--- src/rtl/uart_reg.sv ---
// uart_reg: UART echo register.
// Receives serial bytes on uart_rx_i, latches each good byte into an 8-bit
// data register and retransmits the latest byte on uart_tx_o.
// Bit timing is DIV = CLK_FREQ / BAUD_RATE clocks per bit (DIV >= 4).
// Optional build macro UART_REG_PARITY_EN: 8E1 frames (even parity) on
// both RX and TX. Without it, frames are plain 8N1 and no parity logic exists.
module uart_reg #(
  parameter int CLK_FREQ  = 10000000,
  parameter int BAUD_RATE = 9600
) (
  input  logic clk_i,
  input  logic rst_n_i,
  input  logic uart_rx_i,
  output logic uart_tx_o
);

  localparam int DIV = CLK_FREQ / BAUD_RATE;
  localparam int CW  = (DIV > 1) ? $clog2(DIV) : 1;
  localparam logic [CW-1:0] BIT_LAST  = CW'(DIV - 1);
  localparam logic [CW-1:0] HALF_LAST = CW'(DIV / 2 - 1);

  localparam logic [2:0] S_IDLE   = 3'd0;
  localparam logic [2:0] S_START  = 3'd1;
  localparam logic [2:0] S_DATA   = 3'd2;
`ifdef UART_REG_PARITY_EN
  localparam logic [2:0] S_PARITY = 3'd3;
`endif
  localparam logic [2:0] S_STOP   = 3'd4;

  // Receive side
  logic          rx_meta;
  logic          rx_sync;
  logic [2:0]    rx_state;
  logic [CW-1:0] rx_cnt;
  logic [2:0]    rx_bit;
  logic [7:0]    rx_shift;
  logic          rx_ferr;   // framing error seen, waiting for the line to go idle
  logic          rx_tick;
  logic          rx_par_ok;
  logic          rx_done;

  // Shared register and handshake
  logic [7:0]    data;
  logic          pending;

  // Transmit side
  logic [2:0]    tx_state;
  logic [CW-1:0] tx_cnt;
  logic [2:0]    tx_bit;
  logic [7:0]    tx_shift;
  logic          tx_tick;
  logic          tx_load;

  assign rx_tick = (rx_cnt == BIT_LAST);
  assign tx_tick = (tx_cnt == BIT_LAST);

  // A byte is accepted when the stop bit samples high with no framing error
  // outstanding and (when enabled) the parity bit matched.
  assign rx_done = (rx_state == S_STOP) && !rx_ferr && rx_tick && rx_sync && rx_par_ok;

  // TX loads from IDLE, or straight out of the stop bit so that back-to-back
  // frames carry no idle gap.
  assign tx_load = pending && ((tx_state == S_IDLE) || ((tx_state == S_STOP) && tx_tick));

`ifdef UART_REG_PARITY_EN
  logic rx_par_bad;
  logic tx_par;
  assign rx_par_ok = ~rx_par_bad;
`else
  assign rx_par_ok = 1'b1;
`endif

  // Two-flop synchroniser for the asynchronous receive line (idles high).
  always_ff @(posedge clk_i or negedge rst_n_i) begin
    if (!rst_n_i) begin
      rx_meta <= 1'b1;
      rx_sync <= 1'b1;
    end else begin
      rx_meta <= uart_rx_i;
      rx_sync <= rx_meta;
    end
  end

  // Receive FSM: detect start, sample mid-bit, shift LSB first, check stop.
  always_ff @(posedge clk_i or negedge rst_n_i) begin
    if (!rst_n_i) begin
      rx_state <= S_IDLE;
      rx_cnt   <= '0;
      rx_bit   <= 3'd0;
      rx_shift <= 8'h00;
      rx_ferr  <= 1'b0;
`ifdef UART_REG_PARITY_EN
      rx_par_bad <= 1'b0;
`endif
    end else begin
      case (rx_state)
        S_IDLE: begin
          rx_ferr <= 1'b0;
          if (!rx_sync) begin
            rx_state <= S_START;
            // The detection clock already counts toward the half-bit delay,
            // which keeps the sample points close to true bit centres.
            rx_cnt   <= CW'(1);
            rx_bit   <= 3'd0;
          end
        end
        S_START: begin
          if (rx_cnt >= HALF_LAST) begin
            rx_cnt   <= '0;
            rx_state <= rx_sync ? S_IDLE : S_DATA;
          end else begin
            rx_cnt <= rx_cnt + 1'b1;
          end
        end
        S_DATA: begin
          if (rx_tick) begin
            rx_cnt   <= '0;
            rx_shift <= {rx_sync, rx_shift[7:1]};
            rx_bit   <= rx_bit + 1'b1;
            if (rx_bit == 3'd7) begin
`ifdef UART_REG_PARITY_EN
              rx_state <= S_PARITY;
`else
              rx_state <= S_STOP;
`endif
            end
          end else begin
            rx_cnt <= rx_cnt + 1'b1;
          end
        end
`ifdef UART_REG_PARITY_EN
        S_PARITY: begin
          if (rx_tick) begin
            rx_cnt     <= '0;
            rx_par_bad <= (^rx_shift) != rx_sync;
            rx_state   <= S_STOP;
          end else begin
            rx_cnt <= rx_cnt + 1'b1;
          end
        end
`endif
        S_STOP: begin
          if (rx_ferr) begin
            // Hold here through a broken or stuck-low line; one error only.
            if (rx_sync) begin
              rx_ferr  <= 1'b0;
              rx_state <= S_IDLE;
            end
          end else if (rx_tick) begin
            rx_cnt <= '0;
            if (rx_sync) begin
              rx_state <= S_IDLE;
            end else begin
              rx_ferr <= 1'b1;
            end
          end else begin
            rx_cnt <= rx_cnt + 1'b1;
          end
        end
        default: begin
          rx_state <= S_IDLE;
          rx_cnt   <= '0;
        end
      endcase
    end
  end

  // Data register holds the latest good byte; pending survives a same-cycle load.
  always_ff @(posedge clk_i or negedge rst_n_i) begin
    if (!rst_n_i) begin
      data    <= 8'h00;
      pending <= 1'b0;
    end else begin
      if (rx_done) begin
        data <= rx_shift;
      end
      pending <= rx_done | (pending & ~tx_load);
    end
  end

  // Transmit FSM: registered line output, each bit exactly DIV clocks.
  always_ff @(posedge clk_i or negedge rst_n_i) begin
    if (!rst_n_i) begin
      tx_state  <= S_IDLE;
      tx_cnt    <= '0;
      tx_bit    <= 3'd0;
      tx_shift  <= 8'h00;
      uart_tx_o <= 1'b1;
`ifdef UART_REG_PARITY_EN
      tx_par    <= 1'b0;
`endif
    end else if (tx_load) begin
      tx_state  <= S_START;
      tx_cnt    <= '0;
      tx_bit    <= 3'd0;
      tx_shift  <= data;
      uart_tx_o <= 1'b0;
`ifdef UART_REG_PARITY_EN
      tx_par    <= ^data;
`endif
    end else begin
      case (tx_state)
        S_IDLE: begin
          tx_cnt    <= '0;
          uart_tx_o <= 1'b1;
        end
        S_START: begin
          if (tx_tick) begin
            tx_cnt    <= '0;
            tx_state  <= S_DATA;
            uart_tx_o <= tx_shift[0];
          end else begin
            tx_cnt <= tx_cnt + 1'b1;
          end
        end
        S_DATA: begin
          if (tx_tick) begin
            tx_cnt <= '0;
            tx_bit <= tx_bit + 1'b1;
            if (tx_bit == 3'd7) begin
`ifdef UART_REG_PARITY_EN
              tx_state  <= S_PARITY;
              uart_tx_o <= tx_par;
`else
              tx_state  <= S_STOP;
              uart_tx_o <= 1'b1;
`endif
            end else begin
              tx_shift  <= {1'b0, tx_shift[7:1]};
              uart_tx_o <= tx_shift[1];
            end
          end else begin
            tx_cnt <= tx_cnt + 1'b1;
          end
        end
`ifdef UART_REG_PARITY_EN
        S_PARITY: begin
          if (tx_tick) begin
            tx_cnt    <= '0;
            tx_state  <= S_STOP;
            uart_tx_o <= 1'b1;
          end else begin
            tx_cnt <= tx_cnt + 1'b1;
          end
        end
`endif
        S_STOP: begin
          if (tx_tick) begin
            tx_cnt   <= '0;
            tx_state <= S_IDLE;
          end else begin
            tx_cnt <= tx_cnt + 1'b1;
          end
        end
        default: begin
          tx_state  <= S_IDLE;
          tx_cnt    <= '0;
          uart_tx_o <= 1'b1;
        end
      endcase
    end
  end

endmodule

--- config.mk ---
export PLATFORM = sky130hd
export DESIGN_NAME = uart_reg
export DESIGN_NICKNAME = d
export VERILOG_FILES = /design/src/rtl/uart_reg.sv
export SDC_FILE = /design/constraint.sdc
export NUM_CORES = 1
export LEC_CHECK = 0
export ABC_AREA = 1
export BUFFER_PORTS_ARGS = -buffer_cell sky130_fd_sc_hd__buf_2
export CAP_MARGIN = 20
export CORE_ASPECT_RATIO = 2
export CORE_UTILIZATION = 55
export CTS_CLUSTER_DIAMETER = 80
export CTS_CLUSTER_SIZE = 20
export DETAILED_ROUTE_END_ITERATION = 8
export PLACE_DENSITY = 0.69
export SETUP_SLACK_MARGIN = 0.1
export SLEW_MARGIN = 20
export SYNTH_ARGS = -nofsm -noshare
export SYNTH_HDL_FRONTEND = slang
export SYNTH_SLANG_ARGS = --single-unit
--- constraint.sdc ---
create_clock -name clk_i -period 2.19 [get_ports clk_i]
set_input_delay 0.438 -clock clk_i [delete_from_list [all_inputs] [get_ports clk_i]]
set_output_delay 0.438 -clock clk_i [all_outputs]
set_load 0.01 [all_outputs]
==> impl_metrics.yaml, run 1 <==
sta:
  finalSetupViolCount: 0
  setup_ws_ns: 0.460
  hold_slack_ns: 0.0955
  fmax_ghz: 0.578
  tightest_slew_ns: 0.555
  hold_viol_final: 0
  rsz0062_at_grt: "no"
  slew_headroom_pct: 63.0
  final_max_slew_viol_count: 0
  period_minus_slack_ns: 1.73
  finalSetupTns_ns: 0
  period_share_pct: 79.0
  clock_skew_ns: 0.00595
synthesis:
  ys_types: 33
  avgSynthCellArea_um2: 8.31
  seq_area_frac_synth_pct: 47.8
  synth.net_count: 409
  async_flop_share_pct: 100
  syn_area_um2: 3310
  synthTopCellsByCount: "nand2_1, dfrtp_1, inv_1"
  synthTopCellsByArea: "dfrtp_1, nand2_1, nand3_1, inv_1, nor2_1"
  yosysMostFrequentCell: "nand2_1"
  synth_top_area_share_pct: 45.4
  synth_warnings: 0
  yosys.area.top_type: "dfrtp_1"
  synth_seq_cells: 63
  synth_edf_count: 0
  netlist_instances: 398
  ys.flop_type: "dfrtp_1"
floorplan:
  io_pins: 4
  initial_core_util_pct: 57.4
  die_w_um: 56.8
  core-area_um2: 5760
  die_area_um2: 6340
  die_h_um: 112
  num_rows: 39
grt:
  grt_use_total_pct: 23.1
  grt.overflow.total: 0
  grt_pass1_vias: 2615
  grt_pass1_wl_um: 11200
  antenna_found_initial: 0
  grt_max_degree: 41
cells_and_area:
  fill_cells: 516
  fin_util_pct: 63.8
  antennaDiodeCount: 0
  drive_gt1_share_pct: 16.7
  nets: 420
  multi_input_area_um2: 1490
  regArea_um2: 1580
  area_growth_pct: 11.2
placed_design:
  dp_hpwl_um: 4770
  gp_congestion: 0.848
  pre_cts_slack_ns: 0.489
  place.port_buffers: 3
critical_path:
  critPathArrivalTime_ns: 1.95
  worstSetupStartpointType: "register"
  cp_cell_sequence: "inv_1 > ha_1 > nand2_1 > nor2_1 > nand3_2 > nand2_2 > nand3_4 > or2_0 > nand2_1 > inv_1"
  crit_slowest_cell: "dfrtp_1"
  cp_top_family: "simple AND/OR/NAND/NOR gates"
  r2r_setup_slack_ns: 0.46
  cp_num_buf_inv: 2
  crit_path_max_fanout: 15
  slowest_delay_ns: 0.40
  required_ns: 2.41
  endpoint_kind: "register"
  crit_type: "reg2reg"
clocking:
  ctsHoldBuffers: 0
  cts_tree: "built"
  root_buffer: "clkbuf_16"
  cts_made_buffers: 9
  clk_path_buf_depth: 2
  cts-resized-gates: 0
  clkLatencyLatePin_ns: 0.33
  htree_levels: 3
  path_clk_slew_ns: 0.06
  postCtsSetupBuffers: 0
  cts_sinks: 63
power_and_ir_drop:
  p_leak_nw: 1.89
  power.density_nw_per_um2: 701
  p_clk_share_pct: 53.4
  internal-power_mw: 2.05
  power_frac_comb_pct: 1.1
  switching_power_mw: 0.526
  swShare_pct: 20.4
  vdd_ir_drop_max_mv: 0.566
  p_seq_share_pct: 45.5
hold_path:
  hp-class: "in2async"
route:
  drc: 0
  vias: 2560
  first_pass_iters: 4
  drt-initial-drc-count: 108
  via_per_inst: 5.39
  wl_per_cell_um: 13.5
  ant_nets: 0
  wl_um: 6440
flow_run:
  maxCapViolCount: 0
outcome:
  status: "completed"
-- metrics by stage --
step | cell area, um^2 | power [mW] | instances
2_1_floorplan | 3310 | 1.19 | 398
3_3_place_gp | 3380 | 1.22 | 459
3_5_place_dp | 3380 | 1.22 | 459
4_1_cts | 3670 | 2.62 | 475
5_1_grt | 3670 | 2.65 | 475
6_report | 3670 | 2.58 | 475
-- path summary, 6_finish.rpt --
kind,start,end,depth (start not counted)
max in group asynchronous,rst_n_i,rx_meta,2
worst max register to register,tx_cnt[0],tx_shift[4],10
worst max-delay path,tx_cnt[0],tx_shift[4],10
worst min-delay path,rst_n_i,tx_state[1],1
worst min register to register,rx_meta,rx_sync,0
min in group clk_i,uart_rx_i,rx_meta,1
-- layer usage --
metal  global-route usage, %  vias to the layer above  share of wire, %
met5                       0                        -                 0
met4                    17.1                        0               5.3
met3                    4.76                       25               1.9
met2                    42.0                       44                56
met1                    21.8                     1208                37
li1                        -                     1283                 -
-- cell families after synthesis --
logic type | share of synthesized area [%]
simple gates | 33.1
buf+inv | 7.23
xor+xnor | 3.18
fa+ha+maj | 3.03
flops | 47.8
compound gates | 5.68
-- power groups by stage --
stage / Clock, mW / Combinational (mW) / Sequential, mW
after floorplan: 0 / 0.00145 / 1.19
after global placement: 0 / 0.0307 / 1.19
after detailed placement: 0 / 0.0313 / 1.19
after CTS: 1.41 / 0.0315 / 1.17
after global routing: 1.44 / 0.0349 / 1.17
final: 1.37 / 0.0291 / 1.17
-- cells in the final DEF (no fill, tap or decap), types with 8 or more instances in the layout --
cell,n
clkbuf_16,9
dfrtp_1,60
ha_1,8
inv_1,43
inv_2,10
nand2_1,111
nand3_1,37
nor2_1,33
nor3_1,10
o21ai_0,14
o21ai_2,9
xor2_1,10
-- sequential cells by signal (all words and copies together) (netlist names), 8 cells and up --
name,cells
tx_cnt,11
data,8
rx_cnt,11
tx_shift,8
rx_shift,8
-- layout make-up --
cell class / count / share of cell area (%)
inverter: 53 / 5.41
timing repair buffer: 5 / 1.16
multi-input combinational: 277 / 40.4
clock buffer: 10 / 6.23
sequential: 63 / 43.0
tap: 61 / 2.08
clock inverter: 6 / 1.67
Power figures use the tool's default switching activity.
==> inputs of run 2 (changes only) <==
--- a/config.mk
+++ b/config.mk
@@ -5,7 +5,7 @@
 export SDC_FILE = /design/constraint.sdc
 export NUM_CORES = 1
 export LEC_CHECK = 0
-export ABC_AREA = 1
+export ABC_AREA = 0
 export BUFFER_PORTS_ARGS = -buffer_cell sky130_fd_sc_hd__buf_2
 export CAP_MARGIN = 20
 export CORE_ASPECT_RATIO = 2
==> constraint.sdc (replaced) <==
create_clock -name clk_i -period 1.7 [get_ports clk_i]
set_input_delay 0.34 -clock clk_i [delete_from_list [all_inputs] [get_ports clk_i]]
set_output_delay 0.34 -clock clk_i [all_outputs]
set_load 0.01 [all_outputs]
==> run 2 against run 1 <==
The run now ends with setup timing left; critical path type unchanged; first-iteration DRC count down 64%; largest cell class is now multi-input gates; area after synthesis down 8.3%; clock-buffer cell count up 1; largest power group is now registers; critical endpoint is now tx_shift[2].
==> impl_metrics.yaml, run 2 <==
outcome:
  status: "finished, violations left"
  violations: "setup timing"
sta:
  finalSetupViolCount: 61
  slew_headroom_pct: 70.5
  hold_viol_final: 0
  final_max_slew_viol_count: 0
  hold_slack_ns: 0.0939
  tightest_slew_ns: 0.442
  rsz0062_at_grt: "yes"
  clock_skew_ns: 0.00622
  period_share_pct: 134
  setup_ws_ns: -0.575
  fmax_ghz: 0.440
  period_minus_slack_ns: 2.27
route:
  via_per_inst: 5.68
  drc: 0
  drt-initial-drc-count: 39
  wl_um: 6880
  first_pass_iters: 4
  vias: 2387
  ant_nets: 0
  wl_per_cell_um: 16.4
clocking:
  clk_path_buf_depth: 2
  htree_levels: 3
  root_buffer: "clkbuf_8"
  cts_tree: "built"
  cts_made_buffers: 9
  cts_sinks: 63
  clkLatencyLatePin_ns: 0.34
  path_clk_slew_ns: 0.07
synthesis:
  synthTopCellsByCount: "dfrtp_1, nand2_1, nor2_1"
  syn_area_um2: 3030
  synth_seq_cells: 63
  ys.flop_type: "dfrtp_1"
  synth_top_area_share_pct: 49.5
  async_flop_share_pct: 100
  synth_edf_count: 0
  netlist_instances: 288
  ys_types: 43
  synth.net_count: 299
  seq_area_frac_synth_pct: 52.1
  yosysMostFrequentCell: "dfrtp_1"
  yosys.area.top_type: "dfrtp_1"
  synth_warnings: 0
  synthTopCellsByArea: "dfrtp_1, mux2_2, nand2_1, nor2_1, ha_1"
  avgSynthCellArea_um2: 10.5
cells_and_area:
  area_growth_pct: 36.8
  reg_top3: "rx_cnt: 11 flops, tx_cnt: 11 flops"
  drive_gt1_share_pct: 40.9
  nets: 368
  final_cell_area_um2: 4150
  final_cell_mix: "dfrtp_1, buf_4, nor2_1, nand2_1, nand3_1"
  antennaDiodeCount: 0
  final_common_cell: "dfrtp_1"
  fin_util_pct: 79.3
critical_path:
  required_ns: 1.93
  cp_num_buf_inv: 2
  worstSetupStartpointType: "register"
  crit_type: "reg2reg"
  critPathArrivalTime_ns: 2.50
  endpoint_kind: "register"
  crit_slowest_cell: "or4b_4"
  r2r_setup_slack_ns: -0.57
  cp_top_family: "simple AND/OR/NAND/NOR gates"
  cp_cell_sequence: "inv_2 > ha_1 > or4b_4 > or4_4 > or3_4 > buf_8 > mux2i_1 > o21ai_1"
  crit_path_max_fanout: 9
  slowest_delay_ns: 0.45
power_and_ir_drop:
  power_frac_comb_pct: 1.4
  total_power_mw: 2.88
  vdd_ir_drop_max_mv: 0.790
  p_clk_share_pct: 46.3
  internal-power_mw: 2.27
  switching_power_mw: 0.612
  power.density_nw_per_um2: 694
  swShare_pct: 21.3
  p_leak_nw: 2.04
  p_seq_share_pct: 52.3
placed_design:
  gp_congestion: 0.786
  place.port_buffers: 3
  dp_hpwl_um: 4420
  pre_cts_slack_ns: -0.648
  dpl_cell_area_um2: 3530
grt:
  grt_use_total_pct: 26.8
  antenna_found_initial: 0
  grt_max_degree: 33
  grt.overflow.total: 0
  grt_pass1_vias: 2424
  grt_pass1_wl_um: 10900
floorplan:
  num_rows: 37
  io_pins: 4
  core-area_um2: 5230
  die_area_um2: 5830
  die_h_um: 107
  die_w_um: 54.5
  initial_core_util_pct: 58.0
hold_path:
  hp-class: "in2reg"
flow_run:
  maxCapViolCount: 0
-- run 2: repair_timing --
item                                   in CTS  in global routing
endpoints found under the hold margin      15                  0
hold buffers                                1                  0
pin swaps                                   8                  9
gates cloned                                2                  1
setup buffers                              10                  6
setup endpoints to repair                  61                 61
gates resized for setup                    36                 24
-- run 2: power by group through the flow --
stage / sequential [mW] / combinational [mW] / clock, mW
after floorplan: 1.53 / 0.00210 / 0
after global placement: 1.53 / 0.0414 / 0
after detailed placement: 1.53 / 0.0421 / 0
after CTS: 1.51 / 0.0440 / 1.37
after global routing: 1.51 / 0.0494 / 1.42
final: 1.51 / 0.0415 / 1.33
-- run 2: final cells by class --
| cell class | count | area, um^2 |
|---|---|---|
| Clock inverter | 5 | 56.3 |
| Clock buffer | 11 | 151 |
| Fill cell | 327 | 1080 |
| Multi-Input combinational cell | 209 | 1640 |
| Inverter | 8 | 30.0 |
| Sequential cell | 63 | 1580 |
| Timing Repair Buffer | 66 | 614 |
| Tap cell | 58 | 72.6 |
-- run 2: worst paths after layout --
kind | startpoint | depth (start not counted) | to
max | tx_cnt[0] | 8 | tx_shift[2]
min | uart_rx_i | 1 | rx_meta
max reg2reg | tx_cnt[0] | 8 | tx_shift[2]
min reg2reg | rx_meta | 0 | rx_sync
max in group asynchronous | rst_n_i | 3 | uart_tx_o
min in group asynchronous | rst_n_i | 2 | tx_shift[5]
-- run 2: logic make-up after synthesis --
| group | share of synthesized area [%] |
|---|---|
| buffers and inverters | 2.64 |
| XOR/XNOR | 3.47 |
| adder cells (fa/ha/maj) | 3.30 |
| AO/OA/AOI/OAI | 10.7 |
| multiplexers | 8.95 |
| AND/OR/NAND/NOR | 18.9 |
| flip-flops | 52.1 |
-- run 2: through the flow --
step                      instances  setup TNS [ns]
final                           420          -18.19
after global routing            420          -22.38
after CTS                       413          -18.07
after detailed placement        384          -22.26
after global placement          384          -20.61
after floorplan                 288          -15.67
-- run 2: metal layers --
layer  wire [um]  part of all wire [%]  track usage, %
met4         175                   2.5            11.4
met5           0                     0               0
met2        4000                    58            48.6
met1        2580                    38            26.5
met3         126                   1.8            7.09
==> inputs of run 3 (changes only) <==
--- a/config.mk
+++ b/config.mk
@@ -8,7 +8,7 @@
 export ABC_AREA = 0
 export BUFFER_PORTS_ARGS = -buffer_cell sky130_fd_sc_hd__buf_2
 export CAP_MARGIN = 20
-export CORE_ASPECT_RATIO = 2
+export CORE_ASPECT_RATIO = 0.6
 export CORE_UTILIZATION = 55
 export CTS_CLUSTER_DIAMETER = 80
 export CTS_CLUSTER_SIZE = 20
==> run 3 against run 2 <==
The run ends with hold timing, setup timing left; sequential power is essentially flat; non-clock buffer count increased by 3; hold slack got worse by 0.10 ns; critical path depth unchanged; flip-flop and latch count unchanged; first-iteration DRC count rose to 6.0 times the previous value; clock-buffer cell count rose by 4; worst setup slack worse by 0.15 ns; die area shrank 0.15%; cell count is 2.6% higher; sequential share of layout area fell by 0.60 points; highest routed layer unchanged.
==> impl_metrics.yaml, run 3 (synthesis gave the netlist of run 2 again) <==
sta:
  hold_slack_ns: -0.00804
  period_share_pct: 143
  tightest_slew_ns: 0.494
  setup_ws_ns: -0.724
  slew_headroom_pct: 67.0
  fmax_ghz: 0.412
  final_max_slew_viol_count: 0
  finalSetupViolCount: 61
  period_minus_slack_ns: 2.42
  finalSetupTns_ns: -23.65
  rsz0062_at_grt: "yes"
  hold_viol_final: 2
  clock_skew_ns: 0.00860
route:
  via_per_inst: 6.00
  drc: 0
  vias: 2584
  drt-initial-drc-count: 233
  wl_per_cell_um: 18.9
  wl_um: 8170
  first_pass_iters: 5
  ant_nets: 0
grt:
  grt_pass1_wl_um: 11700
  antenna_found_initial: 0
  grt.overflow.total: 0
  grt_use_total_pct: 27.1
  grt_pass1_vias: 2328
  grt_max_degree: 64
power_and_ir_drop:
  p_clk_share_pct: 44.0
  vdd_ir_drop_max_mv: 0.388
  switching_power_mw: 0.598
  power.density_nw_per_um2: 656
  total_power_mw: 2.76
  p_seq_share_pct: 54.5
  power_frac_comb_pct: 1.5
  swShare_pct: 21.7
  p_leak_nw: 2.04
  internal-power_mw: 2.16
floorplan:
  core-area_um2: 5180
  io_pins: 4
  die_w_um: 97.9
  initial_core_util_pct: 58.6
  num_rows: 20
  die_h_um: 59.5
  die_area_um2: 5820
cells_and_area:
  reg_top3: "rx_cnt: 11 flops, tx_cnt: 11 flops"
  final_cell_area_um2: 4210
  antennaDiodeCount: 0
  area_growth_pct: 38.7
  fin_util_pct: 81.2
  final_cell_mix: "dfrtp_1, buf_4, nand2_1, nor2_1"
  final_common_cell: "dfrtp_1"
  drive_gt1_share_pct: 44.4
  nets: 371
critical_path:
  setup.worst_path.start: "tx_cnt[0]"
  slowest_delay_ns: 0.46
  endpoint_kind: "register"
  worstSetupStartpointType: "register"
  r2r_cells: 8
  required_ns: 1.92
  crit_path_max_fanout: 4
  cp_cell_sequence: "inv_2 > ha_4 > or4b_4 > or4_4 > or3_4 > buf_2 > mux2i_1 > o21ai_1"
  critPathArrivalTime_ns: 2.64
  crit_type: "reg2reg"
  rr_startpoint: "tx_cnt[0]"
  crit_slowest_cell: "or4b_4"
clocking:
  clkLatencyLatePin_ns: 0.34
  cts_made_buffers: 9
  cts_tree: "built"
  clk_path_buf_depth: 2
  cts_sinks: 63
  htree_levels: 3
  path_clk_slew_ns: 0.07
  ctsHoldBuffers: 0
  root_buffer: "clkbuf_8"
placed_design:
  dpl_cell_area_um2: 3510
  gp_congestion: 0.798
  pre_cts_slack_ns: -0.661
  dp_hpwl_um: 4440
  place.port_buffers: 3
flow_run:
  maxCapViolCount: 0
outcome:
  violations: "hold timing, setup timing"
  status: "finished, violations left"
hold_path:
  hp-class: "in2async"
==> run 3: cell types whose count changed in the layout (fill, tap and decap cells not counted), sizes merged <==
cell	change
clkinvlp	-1
buf	+5
dlygate4sd3	-1
clkinv	-2
clkbuf	+3
bufinv	-1
==> run 3: metal layers <==
| metal | track usage, % | vias up | routed length [um] |
|---|---|---|---|
| met5 | 0 | - | 0 |
| met4 | 8.87 | 0 | 87 |
| met3 | 7.08 | 13 | 572 |
| met2 | 35.4 | 129 | 3580 |
| met1 | 42.7 | 1285 | 3930 |
| li1 | - | 1157 | - |
==> run 3: per-stage QoR <==
stage | std cells | hold slack, ns
2_1_floorplan | 288 | 0.0444
3_3_place_gp | 392 | 0.346
3_5_place_dp | 392 | 0.351
4_1_cts | 425 | 0.0120
5_1_grt | 431 | 0.0207
6_report | 431 | -0.00804
==> run 3: critical path, delay by kind of cell (launching register included) <==
kind | cells | cell delay, ns
compound gates | 1 | 0.09
fa+ha+maj | 1 | 0.13
buf+inv | 2 | 0.26
flops | 1 | 0.40
mux | 1 | 0.18
simple gates | 3 | 1.25
==> run 3: power by group through the flow <==
stage	logic, mW	registers [mW]	clock network (mW)
finish	0.0412	1.50	1.21
global route	0.0488	1.50	1.29
floorplan	0.00210	1.53	0
detailed placement	0.0434	1.53	0
CTS	0.0434	1.50	1.21
global placement	0.0433	1.53	0
==> run 3: worst paths after layout <==
kind / endpoint / slack [ns]
setup / recovery: tx_shift[6] / -0.72
hold / removal: pending / -0.008
setup reg to reg: tx_shift[6] / -0.72
hold reg to reg: rx_sync / 0.36
max in group asynchronous: rx_meta / 1.38
min in group clk_i: rx_meta / 0.11
==> run 3: what timing repair did <==
action                     in CTS  in global routing
pin swaps                      12                 17
resized for setup              40                 47
setup endpoints to repair      61                 61
cloned                          3                  1
setup buffers                  14                  9
==> run 3: layout make-up <==
cell class	count	area [um^2]
Clock inverter	1	5.00
Tap cell	66	82.6
Timing Repair Buffer	69	618
Fill cell	294	972
Inverter	8	30.0
Sequential cell	63	1580
Multi-Input combinational cell	209	1720
Clock buffer	15	176
